`src/rtl/snake_pkg.sv`:
```
// rtl/snake_pkg.sv - shared direction encoding, reversal helper and scheduler states
package snake_pkg;

    typedef logic [1:0] dir_t;

    localparam dir_t DIR_UP    = 2'b00;
    localparam dir_t DIR_RIGHT = 2'b01;
    localparam dir_t DIR_DOWN  = 2'b10;
    localparam dir_t DIR_LEFT  = 2'b11;

    // Opposite heading: flipping the top bit swaps up/down and right/left.
    function automatic dir_t dir_reverse(input dir_t d);
        return d ^ 2'b10;
    endfunction

    typedef enum logic [1:0] {
        ST_IDLE  = 2'b00,
        ST_RUN   = 2'b01,
        ST_PAUSE = 2'b10,
        ST_HALT  = 2'b11
    } sched_state_e;

endpackage

```
`src/rtl/dir_queue.sv`:
```
// rtl/dir_queue.sv - 2-entry direction request FIFO with tail/heading validation
module dir_queue
    import snake_pkg::*;
(
    input  logic       board_clk,
    input  logic       reset,
    input  logic       req_valid_i,
    input  logic [1:0] req_dir_i,
    input  logic       pop_i,
    input  logic       flush_i,
    input  logic [1:0] cur_dir_i,
    output logic [1:0] head_o,
    output logic [1:0] count_o
);

    logic [1:0] e0_q, e0_d;
    logic [1:0] e1_q, e1_d;
    logic [1:0] cnt_q, cnt_d;
    logic [1:0] ref_dir;
    logic       do_pop;
    logic       req_ok;
    logic       do_push;

    // Requests are judged against the newest queued heading, or the live heading when empty.
    always_comb begin
        ref_dir = cur_dir_i;
        if (cnt_q == 2'd2) begin
            ref_dir = e1_q;
        end else if (cnt_q == 2'd1) begin
            ref_dir = e0_q;
        end
        do_pop  = pop_i && (cnt_q != 2'd0);
        req_ok  = req_valid_i && (req_dir_i != ref_dir) && (req_dir_i != dir_reverse(ref_dir));
        do_push = req_ok && ((cnt_q != 2'd2) || do_pop);
    end

    // Pop shifts the tail into the head first, so a same-cycle push lands behind it.
    always_comb begin
        e0_d  = e0_q;
        e1_d  = e1_q;
        cnt_d = cnt_q;
        if (do_pop) begin
            e0_d  = e1_q;
            cnt_d = cnt_q - 2'd1;
        end
        if (do_push) begin
            if (cnt_d == 2'd0) begin
                e0_d = req_dir_i;
            end else begin
                e1_d = req_dir_i;
            end
            cnt_d = cnt_d + 2'd1;
        end
        if (flush_i) begin
            cnt_d = 2'd0;
        end
    end

    // Queue storage and occupancy.
    always_ff @(posedge board_clk or posedge reset) begin
        if (reset) begin
            e0_q  <= DIR_UP;
            e1_q  <= DIR_UP;
            cnt_q <= 2'd0;
        end else begin
            e0_q  <= e0_d;
            e1_q  <= e1_d;
            cnt_q <= cnt_d;
        end
    end

    assign head_o  = e0_q;
    assign count_o = cnt_q;

endmodule

```
`src/rtl/snake_move_scheduler.sv`:
```
// rtl/snake_move_scheduler.sv - run/pause/halt sequencing, game tick and heading queue
module snake_move_scheduler
    import snake_pkg::*;
#(
    parameter int TICK_CYCLES = 67108864,
    parameter int CNT_W       = 27
)(
    input  logic       board_clk,
    input  logic       reset,
    input  logic       up_scen,
    input  logic       right_scen,
    input  logic       down_scen,
    input  logic       left_scen,
    input  logic       ack_scen,
    input  logic       game_over,
    output logic       tick,
    output logic [1:0] dir,
    output logic       running,
    output logic       paused,
    output logic [1:0] q_count
);

    localparam logic [CNT_W-1:0] TC_LAST = CNT_W'(TICK_CYCLES - 1);

    sched_state_e     state_q, state_d;
    logic [CNT_W-1:0] cnt_q, cnt_d;
    logic             tick_q, tick_d;
    logic [1:0]       dir_q, dir_d;
    logic             start_run;
    logic             halt_exit;
    logic             accept_req;
    logic             req_valid;
    logic [1:0]       req_dir;
    logic [1:0]       q_head;
    logic [1:0]       q_cnt;

    // State register.
    always_ff @(posedge board_clk or posedge reset) begin
        if (reset) begin
            state_q <= ST_IDLE;
        end else begin
            state_q <= state_d;
        end
    end

    // Next state; game_over outranks ack while running or paused.
    always_comb begin
        state_d    = state_q;
        start_run  = 1'b0;
        halt_exit  = 1'b0;
        accept_req = 1'b0;
        case (state_q)
            ST_IDLE: begin
                accept_req = 1'b1;
                if (ack_scen) begin
                    state_d   = ST_RUN;
                    start_run = 1'b1;
                end
            end
            ST_RUN: begin
                accept_req = 1'b1;
                if (game_over) begin
                    state_d = ST_HALT;
                end else if (ack_scen) begin
                    state_d = ST_PAUSE;
                end
            end
            ST_PAUSE: begin
                if (game_over) begin
                    state_d = ST_HALT;
                end else if (ack_scen) begin
                    state_d = ST_RUN;
                end
            end
            ST_HALT: begin
                if (ack_scen) begin
                    state_d   = ST_IDLE;
                    halt_exit = 1'b1;
                end
            end
            default: begin
                state_d = ST_IDLE;
            end
        endcase
    end

    // Counter advances only on edges that land in RUN, so a pause of P cycles costs exactly P.
    always_comb begin
        cnt_d  = cnt_q;
        tick_d = 1'b0;
        if (start_run || halt_exit) begin
            cnt_d = '0;
        end else if (state_d == ST_RUN) begin
            if (cnt_q == TC_LAST) begin
                cnt_d  = '0;
                tick_d = 1'b1;
            end else begin
                cnt_d = cnt_q + CNT_W'(1);
            end
        end
    end

    // Fixed-priority pick of one press per cycle; the rest are dropped.
    always_comb begin
        req_valid = 1'b0;
        req_dir   = DIR_UP;
        if (accept_req) begin
            if (up_scen) begin
                req_valid = 1'b1;
                req_dir   = DIR_UP;
            end else if (right_scen) begin
                req_valid = 1'b1;
                req_dir   = DIR_RIGHT;
            end else if (down_scen) begin
                req_valid = 1'b1;
                req_dir   = DIR_DOWN;
            end else if (left_scen) begin
                req_valid = 1'b1;
                req_dir   = DIR_LEFT;
            end
        end
    end

    // Heading takes the queue head on the same edge that raises tick.
    always_comb begin
        dir_d = dir_q;
        if (halt_exit) begin
            dir_d = DIR_RIGHT;
        end else if (tick_d && (q_cnt != 2'd0)) begin
            dir_d = q_head;
        end
    end

    // Counter, tick and heading registers.
    always_ff @(posedge board_clk or posedge reset) begin
        if (reset) begin
            cnt_q  <= '0;
            tick_q <= 1'b0;
            dir_q  <= DIR_RIGHT;
        end else begin
            cnt_q  <= cnt_d;
            tick_q <= tick_d;
            dir_q  <= dir_d;
        end
    end

    dir_queue u_dir_queue (
        .board_clk   (board_clk),
        .reset       (reset),
        .req_valid_i (req_valid),
        .req_dir_i   (req_dir),
        .pop_i       (tick_d),
        .flush_i     (halt_exit),
        .cur_dir_i   (dir_q),
        .head_o      (q_head),
        .count_o     (q_cnt)
    );

    assign tick    = tick_q;
    assign dir     = dir_q;
    assign running = (state_q == ST_RUN);
    assign paused  = (state_q == ST_PAUSE);
    assign q_count = q_cnt;

endmodule
```
`config.mk`:
```
export PLATFORM = sky130hd
export DESIGN_NAME = snake_move_scheduler
export DESIGN_NICKNAME = d
export VERILOG_FILES = /design/src/rtl/snake_pkg.sv /design/src/rtl/dir_queue.sv /design/src/rtl/snake_move_scheduler.sv
export SDC_FILE = /design/constraint.sdc
export NUM_CORES = 1
export LEC_CHECK = 0
export CORE_UTILIZATION = 45
export DETAILED_ROUTE_END_ITERATION = 8
export SKIP_LAST_GASP = 1
export SLEW_MARGIN = 20
export SYNTH_ARGS = -nofsm -noshare
export SYNTH_HDL_FRONTEND = slang
export SYNTH_HIERARCHICAL = 1
export SYNTH_SLANG_ARGS = --single-unit
export TNS_END_PERCENT = 100
```
`constraint.sdc`:
```
create_clock -name board_clk -period 7.8 [get_ports board_clk]
set_input_delay 2.34 -clock board_clk [delete_from_list [all_inputs] [get_ports board_clk]]
set_output_delay 2.34 -clock board_clk [all_outputs]
set_load 0.01 [all_outputs]
```
==> metrics.yaml, run 1 <==
syn_area_per_cell_sq_um: 9.522
ys_types: 56
synth_ff_type: "dfrtp_1"
clk_pin_slew_worst_paths_ps: 70
stdcell_area_sq_um: 2648
drc: 0
place_congestion: 0.7373
synth_top_family_by_area: "simple AND/OR/NAND/NOR gates"
grtUsageTotal_pct: 20.00
crit_arrival_ps: 4830
period_needed_ps: 4660
dpl_cell_area_sq_um: 2557
fill_cells: 498
layout-drive-gt1-share_pct: 12.45
area_growth_pct: 11.66
drt_first_pass_iters: 5
syn-num-nets: 262
synthSimpleGateAreaFrac_pct: 33.19
ir_worst_vdd_v: 0.0001145
status: "complete, no violations"
die_area_sq_um: 5563
critPathKind: "in -> reg"
finalMaxSlewViolations: 0
fp.dieH_um: 74.59
r2r_setup_slack_ps: 4800
htreeDepth: 2
yosysWarnings: 6
holdPathStages: 1
vias_per_cell: 5.669
critPathMaxFanout: 11
dp_hpwl_um: 3402
ff_latch_area_sq_um: 952.2
finalSetupViolCount: 0
syn-cell-area_sq_um: 2371
synth-edff-count: 0
layout_commonest_cell: "dfrtp_1"
rows: 26
clock_path_buffers: 2
synthAdderAreaFrac_pct: 2.639
async_reset_ff_share_pct: 100.0
final.period_utilization_pct: 59.75
synth.area.mux_share_pct: 3.852
drv_cap: 0
worstSetupStartpointType: "input port"
grt_pass1_wl_um: 8314
powerDensity_nw_per_um2: 237.3
holdBufCountCts: 0
ios: 15
start_util_pct: 46.72
cellLeakagePower_nw: 1.149
synth_xor_area_share_pct: 4.802
ys_seq_area_share_pct: 40.16
final_nets: 277
vias: 1899
timing.setup.tns_ps: 0
hold_slack_ps: 512.5
reg2reg_from: "cnt_q[0]"
cts.sinks: 38
r2r-end: "u_dir_queue/e1_q[0]"
reg2reg_depth: 10
report.power.total_mw: 0.6284
port_buffers: 14
fin_worst_skew_ps: 2.228
holdPathEnd: "u_dir_queue/e1_q[1]"
multiInputGateArea_sq_um: 1318
hp-start: "u_dir_queue/e1_q[1]"
worstMarginPinSlew_ps: 560.0
grt_pass1_vias: 1694
netlist_instances: 249
required_ps: 7970
end_kind: "flip-flop"
clock_latency_ps: 280
cts-resized-gates: 0
post-cts-setup-buffer-count: 0
synth-seq-cells: 38
overflow: 0
relSlewSlack_pct: 62.38
cts_inserted_buffers: 5
antenna_found_initial: 0
root_buffer: "clkbuf_8"
hp-class: "reg -> reg"
core_area_sq_um: 5075
rsz0062_at_grt: "no"
final_cell_mix: "dfrtp_1 (37), nand3_1 (27), nor2_1 (21)"
grt_max_degree: 33
drt-total-wl_um: 4882
fmax_mhz: 214.6
hold_violations: 0
cts_tree: "built"
synth_compound_area_share_pct: 11.08
routedWlPerCell_um: 14.57
drt-initial-drc-count: 129
ant_nets: 0
antenna_cells: 0
fp.dieW_um: 74.59
==> cell usage after synthesis, types with 2 or more instances <==
cell / number / share of area [%]
a211oi_1: 2 / 0.63
a21o_1: 4 / 1.3
a21oi_1: 6 / 1.3
a21oi_2: 2 / 0.74
a31oi_1: 3 / 0.79
and3_1: 4 / 1.1
and4_1: 2 / 0.74
buf_2: 2 / 0.42
buf_6: 3 / 1.4
clkbuf_1: 2 / 0.32
dfrtp_1: 37 / 39
ha_1: 5 / 2.6
inv_1: 12 / 1.9
mux2_1: 2 / 0.95
mux2_2: 4 / 1.9
nand2_1: 19 / 3.0
nand2b_1: 4 / 1.1
nand3_1: 27 / 5.7
nand3b_1: 3 / 0.95
nand4_1: 10 / 2.6
nand4b_1: 3 / 1.1
nor2_1: 21 / 3.3
nor3_1: 3 / 0.63
nor4_1: 3 / 0.79
nor4_4: 3 / 2.7
o21ai_0: 13 / 2.7
o311ai_0: 2 / 0.74
o41ai_1: 2 / 0.74
or3_1: 8 / 2.1
xnor2_1: 3 / 1.1
xor2_1: 10 / 3.7
==> registers in the layout (all words and copies together) (netlist names) <==
signal,cells
tick,1
u_dir_queue/e1_q,2
cnt_q,27
state_q,2
u_dir_queue/head_o,2
dir,2
u_dir_queue/count_o,2
==> through the flow <==
stage               utilization [%]  setup slack, ps  std cells
finish                        52.17             3140        335
global route                  52.17             2921        335
CTS                           52.17             3163        335
detailed placement            50.39             2863        327
global placement              50.39             2937        327
floorplan                         -             3658        249
==> how the worst max path moves through the flow <==
stage	startpoint	endpoint	slack [ps]
2_1_floorplan	ack_scen	u_dir_queue/e1_q[0]	3660
5_1_grt	ack_scen	u_dir_queue/e1_q[1]	2920
6_report	ack_scen	u_dir_queue/e1_q[0]	3140
4_1_cts	ack_scen	u_dir_queue/e1_q[0]	3160
3_3_place_gp	ack_scen	u_dir_queue/e1_q[0]	2940
3_5_place_dp	ack_scen	u_dir_queue/e1_q[0]	2860
==> metal layers <==
metal,track usage (%),wire length [um],part of all wire [%]
met1,28.37,2380,49
met2,30.73,2219,45
met3,4.065,224,4.6
met4,6.289,57,1.2
met5,0,0,0
==> area by class of cell <==
| class | instances | area share, % |
|---|---|---|
| well taps | 70 | 3.308 |
| inverters | 12 | 1.701 |
| repair buffers | 16 | 5.860 |
| multi-input cells | 191 | 49.76 |
| clock buffers | 8 | 3.403 |
| flip-flops and latches | 38 | 35.96 |
==> critical path, cell delays in order <==
cell and delay, ps:
clkdlybuf4s50_1 620, nor4b_4 380, nor2_1 110, nor2_1 160, nand2b_1 210, xnor2_1 210
ha_1 230, o21ba_2 250, mux2_2 320
==> cell families (layout without fill, tap and decap cells) <==
logic type      count (synthesis)  in the layout
compound gates                 40             40
xor+xnor                       13             13
fa+ha+maj                       5              5
buf+inv                        20             36
flops                          38             38
mux                             8              8
simple gates                  125            125
==> where the power goes <==
part	switching (mW)	internal [mW]
combinational	0.125	0.0997
sequential	0.0392	0.225
clock	0.0674	0.0721
(Power assumes the default switching activity.)
==> run 2, diff against run 1 <==
==> constraint.sdc (replaced) <==
create_clock -name board_clk -period 4.63 [get_ports board_clk]
set_input_delay 1.389 -clock board_clk [delete_from_list [all_inputs] [get_ports board_clk]]
set_output_delay 1.389 -clock board_clk [all_outputs]
set_load 0.01 [all_outputs]
==> run 2 against run 1 <==
Critical endpoint unchanged. First-iteration DRC count down 16%. Largest cell class unchanged. Worst setup slack worse by 2200 ps. Highest routed layer unchanged. Routed wire length up 2.1%. Largest power group unchanged. Clock power up 94%. Combinational power up 70%.
==> metrics.yaml, run 2 (synthesis results as in run 1) <==
status: "complete, no violations"
worstMarginPinSlew_ps: 649.3
drt-total-wl_um: 4985
grt_pass1_wl_um: 8093
use_met3_pct: 4.201
drv_cap: 0
finalMaxSlewViolations: 0
crit_arrival_ps: 3860
clock_path_buffers: 2
ff_latch_area_sq_um: 952.2
final_cell_mix: "dfrtp_1 (37), nand3_1 (27), nor2_1 (21)"
antenna_cells: 0
gr-max-usage-layer: "met2"
root_buffer: "clkbuf_8"
met1_usage_pct: 27.62
final_core_util_pct: 52.56
cp_top_family: "simple AND/OR/NAND/NOR gates"
rsz0062_at_grt: "no"
critPathKind: "in -> reg"
ant_nets: 0
place_congestion: 0.7572
cts-resized-gates: 0
ir_worst_vdd_v: 0.0001576
cellLeakagePower_nw: 1.161
dp_hpwl_um: 3483
place_ws_ps: 645.2
grtUsageTotal_pct: 19.60
finalSetupViolCount: 0
reg2reg_from: "cnt_q[0]"
end_kind: "flip-flop"
drc: 0
cpMaxStageDelayCell: "clkdlybuf4s50_1"
grt_pass1_vias: 1685
start_util_pct: 46.72
critPathMaxFanout: 11
fin_ws_ps: 952.2
clk_pin_slew_worst_paths_ps: 80
slowest_delay_ps: 600
area_growth_pct: 12.51
fp.dieH_um: 74.59
relSlewSlack_pct: 56.38
holdPathEnd: "cnt_q[12]"
r2r-end: "u_dir_queue/e1_q[0]"
period_needed_ps: 3678
holdPathStages: 1
vias: 1887
layout_commonest_cell: "dfrtp_1"
cts_tree: "built"
grt_max_degree: 33
core_area_sq_um: 5075
vias_per_cell: 5.633
crit_buf_inv: 1
crit_path_frequent_cell: "nor2_1"
clock_latency_ps: 290
ios: 15
cts_inserted_buffers: 5
final_nets: 277
layout-drive-gt1-share_pct: 13.21
fmax_mhz: 271.9
cts.sinks: 38
r2r_setup_slack_ps: 1650
worstSetupStartpointType: "input port"
max_flop_register: "cnt_q"
hp-class: "reg -> reg"
largest_reg_flops: 27
fp.dieW_um: 74.59
port_buffers: 14
met2_usage_pct: 30.03
required_ps: 4810
fill_cells: 465
final.period_utilization_pct: 79.43
timing.setup.tns_ps: 0
antenna_found_initial: 0
overflow: 0
reg2reg_depth: 10
drt-initial-drc-count: 109
post-cts-setup-buffer-count: 0
rows: 26
fin_worst_skew_ps: 4.113
routedWlPerCell_um: 14.88
hold_violations: 0
powerDensity_nw_per_um2: 412.1
cp_cell_sequence: "clkdlybuf4s50_1 -> nor4b_4 -> nor2_1 -> nor2_1 -> nand2b_1 -> xnor2_1 -> ha_1 -> o21ba_2 -> mux2_2"
hp-start: "cnt_q[12]"
holdBufCountCts: 0
drt_first_pass_iters: 4
crit_cells: 9
htreeDepth: 2
die_area_sq_um: 5563
multiInputGateArea_sq_um: 1318
## run 2: final cells by class
class / count / share of cell area [%]
Clock buffer: 8 / 4.128
Sequential cell: 38 / 35.69
Inverter: 12 / 1.689
Timing Repair Buffer: 16 / 5.816
Tap cell: 70 / 3.283
Multi-Input combinational cell: 191 / 49.39
## run 2: through the flow
stage,cells,area [sq um],total power [mW],hold slack (ps)
2_1_floorplan,249,2371,0.7331,467.1
3_3_place_gp,327,2557,0.8322,494.6
3_5_place_dp,327,2557,0.8379,494.0
4_1_cts,335,2668,1.110,512.5
5_1_grt,335,2668,1.178,545.7
6_report,335,2668,1.099,509.7
## run 2: worst max-delay path by stage
stage / from / end
3_3_place_gp: ack_scen / u_dir_queue/e1_q[0]
5_1_grt: ack_scen / u_dir_queue/e1_q[1]
3_5_place_dp: ack_scen / u_dir_queue/e1_q[0]
2_1_floorplan: ack_scen / u_dir_queue/e1_q[0]
4_1_cts: ack_scen / u_dir_queue/e1_q[0]
6_report: ack_scen / u_dir_queue/e1_q[0]
## run 2: worst register-to-register path, cell delays in order (launching register included)
cell      delay [ps]
dfrtp_1          410
ha_1             270
nand3_4          170
nor4_1           430
nand4_1          200
nor2_1           160
nand2b_1         200
xnor2_1          210
ha_1             240
o21ba_2          260
mux2_2           330
## run 2: metal layers
layer | share of wire [%] | wire length (um) | vias to the layer above
met3 | 4.0 | 197 | 4
met4 | 1.2 | 61 | 0
li1 | - | - | 940
met1 | 51 | 2520 | 911
met5 | 0 | 0 | -
met2 | 44 | 2205 | 32
## run 2: power by group
| part | switching, mW | total, mW | internal [mW] |
|---|---|---|---|
| Clock | 0.121 | 0.271 | 0.151 |
| Combinational | 0.215 | 0.383 | 0.168 |
| Sequential | 0.0664 | 0.445 | 0.378 |
| Total | 0.402 | 1.10 | 0.697 |
==> run 3, diff against run 2 <==
--- a/config.mk
+++ b/config.mk
@@ -7,6 +7,7 @@
 export LEC_CHECK = 0
 export CORE_UTILIZATION = 45
 export DETAILED_ROUTE_END_ITERATION = 8
+export PLACE_DENSITY = 0.66
 export SKIP_LAST_GASP = 1
 export SLEW_MARGIN = 20
 export SYNTH_ARGS = -nofsm -noshare
==> constraint.sdc (replaced) <==
create_clock -name board_clk -period 3.1 [get_ports board_clk]
set_input_delay 0.93 -clock board_clk [delete_from_list [all_inputs] [get_ports board_clk]]
set_output_delay 0.93 -clock board_clk [all_outputs]
set_load 0.01 [all_outputs]
==> run 3 against run 2 <==
Count of clock-buffer cells in the layout down 1. Final cell count increased by 4.2%. Register-to-register slack worse by 1300 ps. Global-route usage is 0.35 points higher. Clock power grew 52%. Sequential power is 50% higher. Clock skew up 6.9 ps. Worst hold slack is essentially flat. Via count is 0.11% higher. Largest cell class unchanged. Largest power group unchanged.
==> metrics.yaml, run 3 (synthesis results as in run 1) <==
fin_ws_ps: 219.5
reg2reg_depth: 10
fmax_mhz: 347.2
fp.dieH_um: 74.59
p_seq_share_pct: 39.4
grt_pass1_wl_um: 8390
dp.cells: 341
clk_pin_slew_worst_paths_ps: 80
routedWlPerCell_um: 14.02
final_nets: 291
ir_worst_vdd_v: 0.0002289
dp_hpwl_um: 3558
crit_cells: 9
core_area_sq_um: 5075
drc: 0
report.power.total_mw: 1.694
drt-initial-drc-count: 84
end_kind: "flip-flop"
p_comb_share_pct: 36.3
die_area_sq_um: 5563
area_growth_pct: 16.78
grt_pass1_vias: 1774
overflow: 0
switching_share_pct: 35.21
fp.dieW_um: 74.59
holdBufCountCts: 0
dpl_cell_area_sq_um: 2663
cpMaxStageDelayCell: "clkdlybuf4s50_1"
final.period_utilization_pct: 92.92
port_buffers: 14
place_congestion: 0.8147
cts.sinks: 38
period_needed_ps: 2880
powerDensity_nw_per_um2: 611.8
crit_arrival_ps: 3060
clock_latency_ps: 290
cts_tree: "built"
layoutNonFillerInstCount: 349
holdPathStages: 1
htreeDepth: 2
final_core_util_pct: 54.56
p_clk_share_pct: 24.3
worstMarginPinSlew_ps: 925.2
critPathKind: "in -> reg"
hp-class: "reg -> reg"
timing.setup.tns_ps: 0
power.internal_mw: 1.098
relSlewSlack_pct: 38.03
cp_cell_sequence: "clkdlybuf4s50_1 -> nor4b_4 -> nor2_1 -> nor2_1 -> nand2b_1 -> xnor2_1 -> ha_1 -> o21ba_2 -> mux2_2"
stdcell_area_sq_um: 2769
ant_nets: 0
finalMaxSlewViolations: 0
met2_usage_pct: 31.53
status: "complete, no violations"
layout_commonest_cell: "dfrtp_1"
use_met3_pct: 4.336
rows: 26
vias_per_cell: 5.413
antenna_found_initial: 0
post-cts-setup-buffer-count: 0
clock_path_buffers: 2
crit_buf_inv: 1
met1_usage_pct: 27.50
required_ps: 3280
ios: 15
rsz0062_at_grt: "no"
place_ws_ps: -71.28
grtUsageTotal_pct: 19.95
root_buffer: "clkbuf_8"
cts-resized-gates: 0
start_util_pct: 46.72
grt_max_degree: 33
worstSetupStartpointType: "input port"
drt-total-wl_um: 4892
critPathMaxFanout: 4
cellLeakagePower_nw: 1.223
final_cell_mix: "dfrtp_1 (37), nand3_1 (27), nor2_1 (21)"
hold_violations: 0
crit_path_frequent_cell: "nor2_1"
fin_worst_skew_ps: 10.99
p_switching_mw: 0.5964
vias: 1889
antenna_cells: 0
slowest_delay_ps: 470
cts_inserted_buffers: 5
max_flop_register: "cnt_q"
gr-max-usage-layer: "met2"
layout-drive-gt1-share_pct: 16.85
drv_cap: 0
drt_first_pass_iters: 4
finalSetupViolCount: 0
cp_top_family: "simple AND/OR/NAND/NOR gates"
largest_reg_flops: 27
hold_slack_ps: 510.0
run 3: changes by cell type in the layout (fill, tap and decap cells not counted):
cell / change
buf_4: +14
bufinv_16: +1
clkbuf_1: +2
clkbuf_8: -3
run 3: path summary, 6_finish.rpt:
kind	start	endpoint	slack [ps]
worst min-delay path	cnt_q[12]	cnt_q[12]	510
worst max register to register	cnt_q[0]	u_dir_queue/e1_q[0]	390
worst min register to register	cnt_q[12]	cnt_q[12]	510
worst max-delay path	ack_scen	u_dir_queue/e1_q[0]	220
max in group asynchronous	reset	dir[0]	1710
min in group asynchronous	reset	u_dir_queue/head_o[1]	880
run 3: power by group through the flow:
stage,logic (mW),clock network (mW),registers (mW)
2_1_floorplan,0.457,0,0.638
3_3_place_gp,0.606,0,0.676
3_5_place_dp,0.616,0,0.676
4_1_cts,0.619,0.425,0.667
5_1_grt,0.690,0.447,0.680
6_report,0.615,0.412,0.667
run 3: final cells by class:
class	instances	area, sq um
fill	467	2306
inverter	12	45.04
clock buffer	7	76.32
timing repair buffer	30	260.3
sequential	38	952.2
multi-input combinational	191	1318
tap	70	87.58
clock inverter	1	30.03
run 3: per-layer routing:
layer / part of all wire, % / vias up
met5: 0 / -
met3: 3.9 / 6
met4: 1.2 / 0
met2: 45 / 32
li1: - / 963
met1: 50 / 888
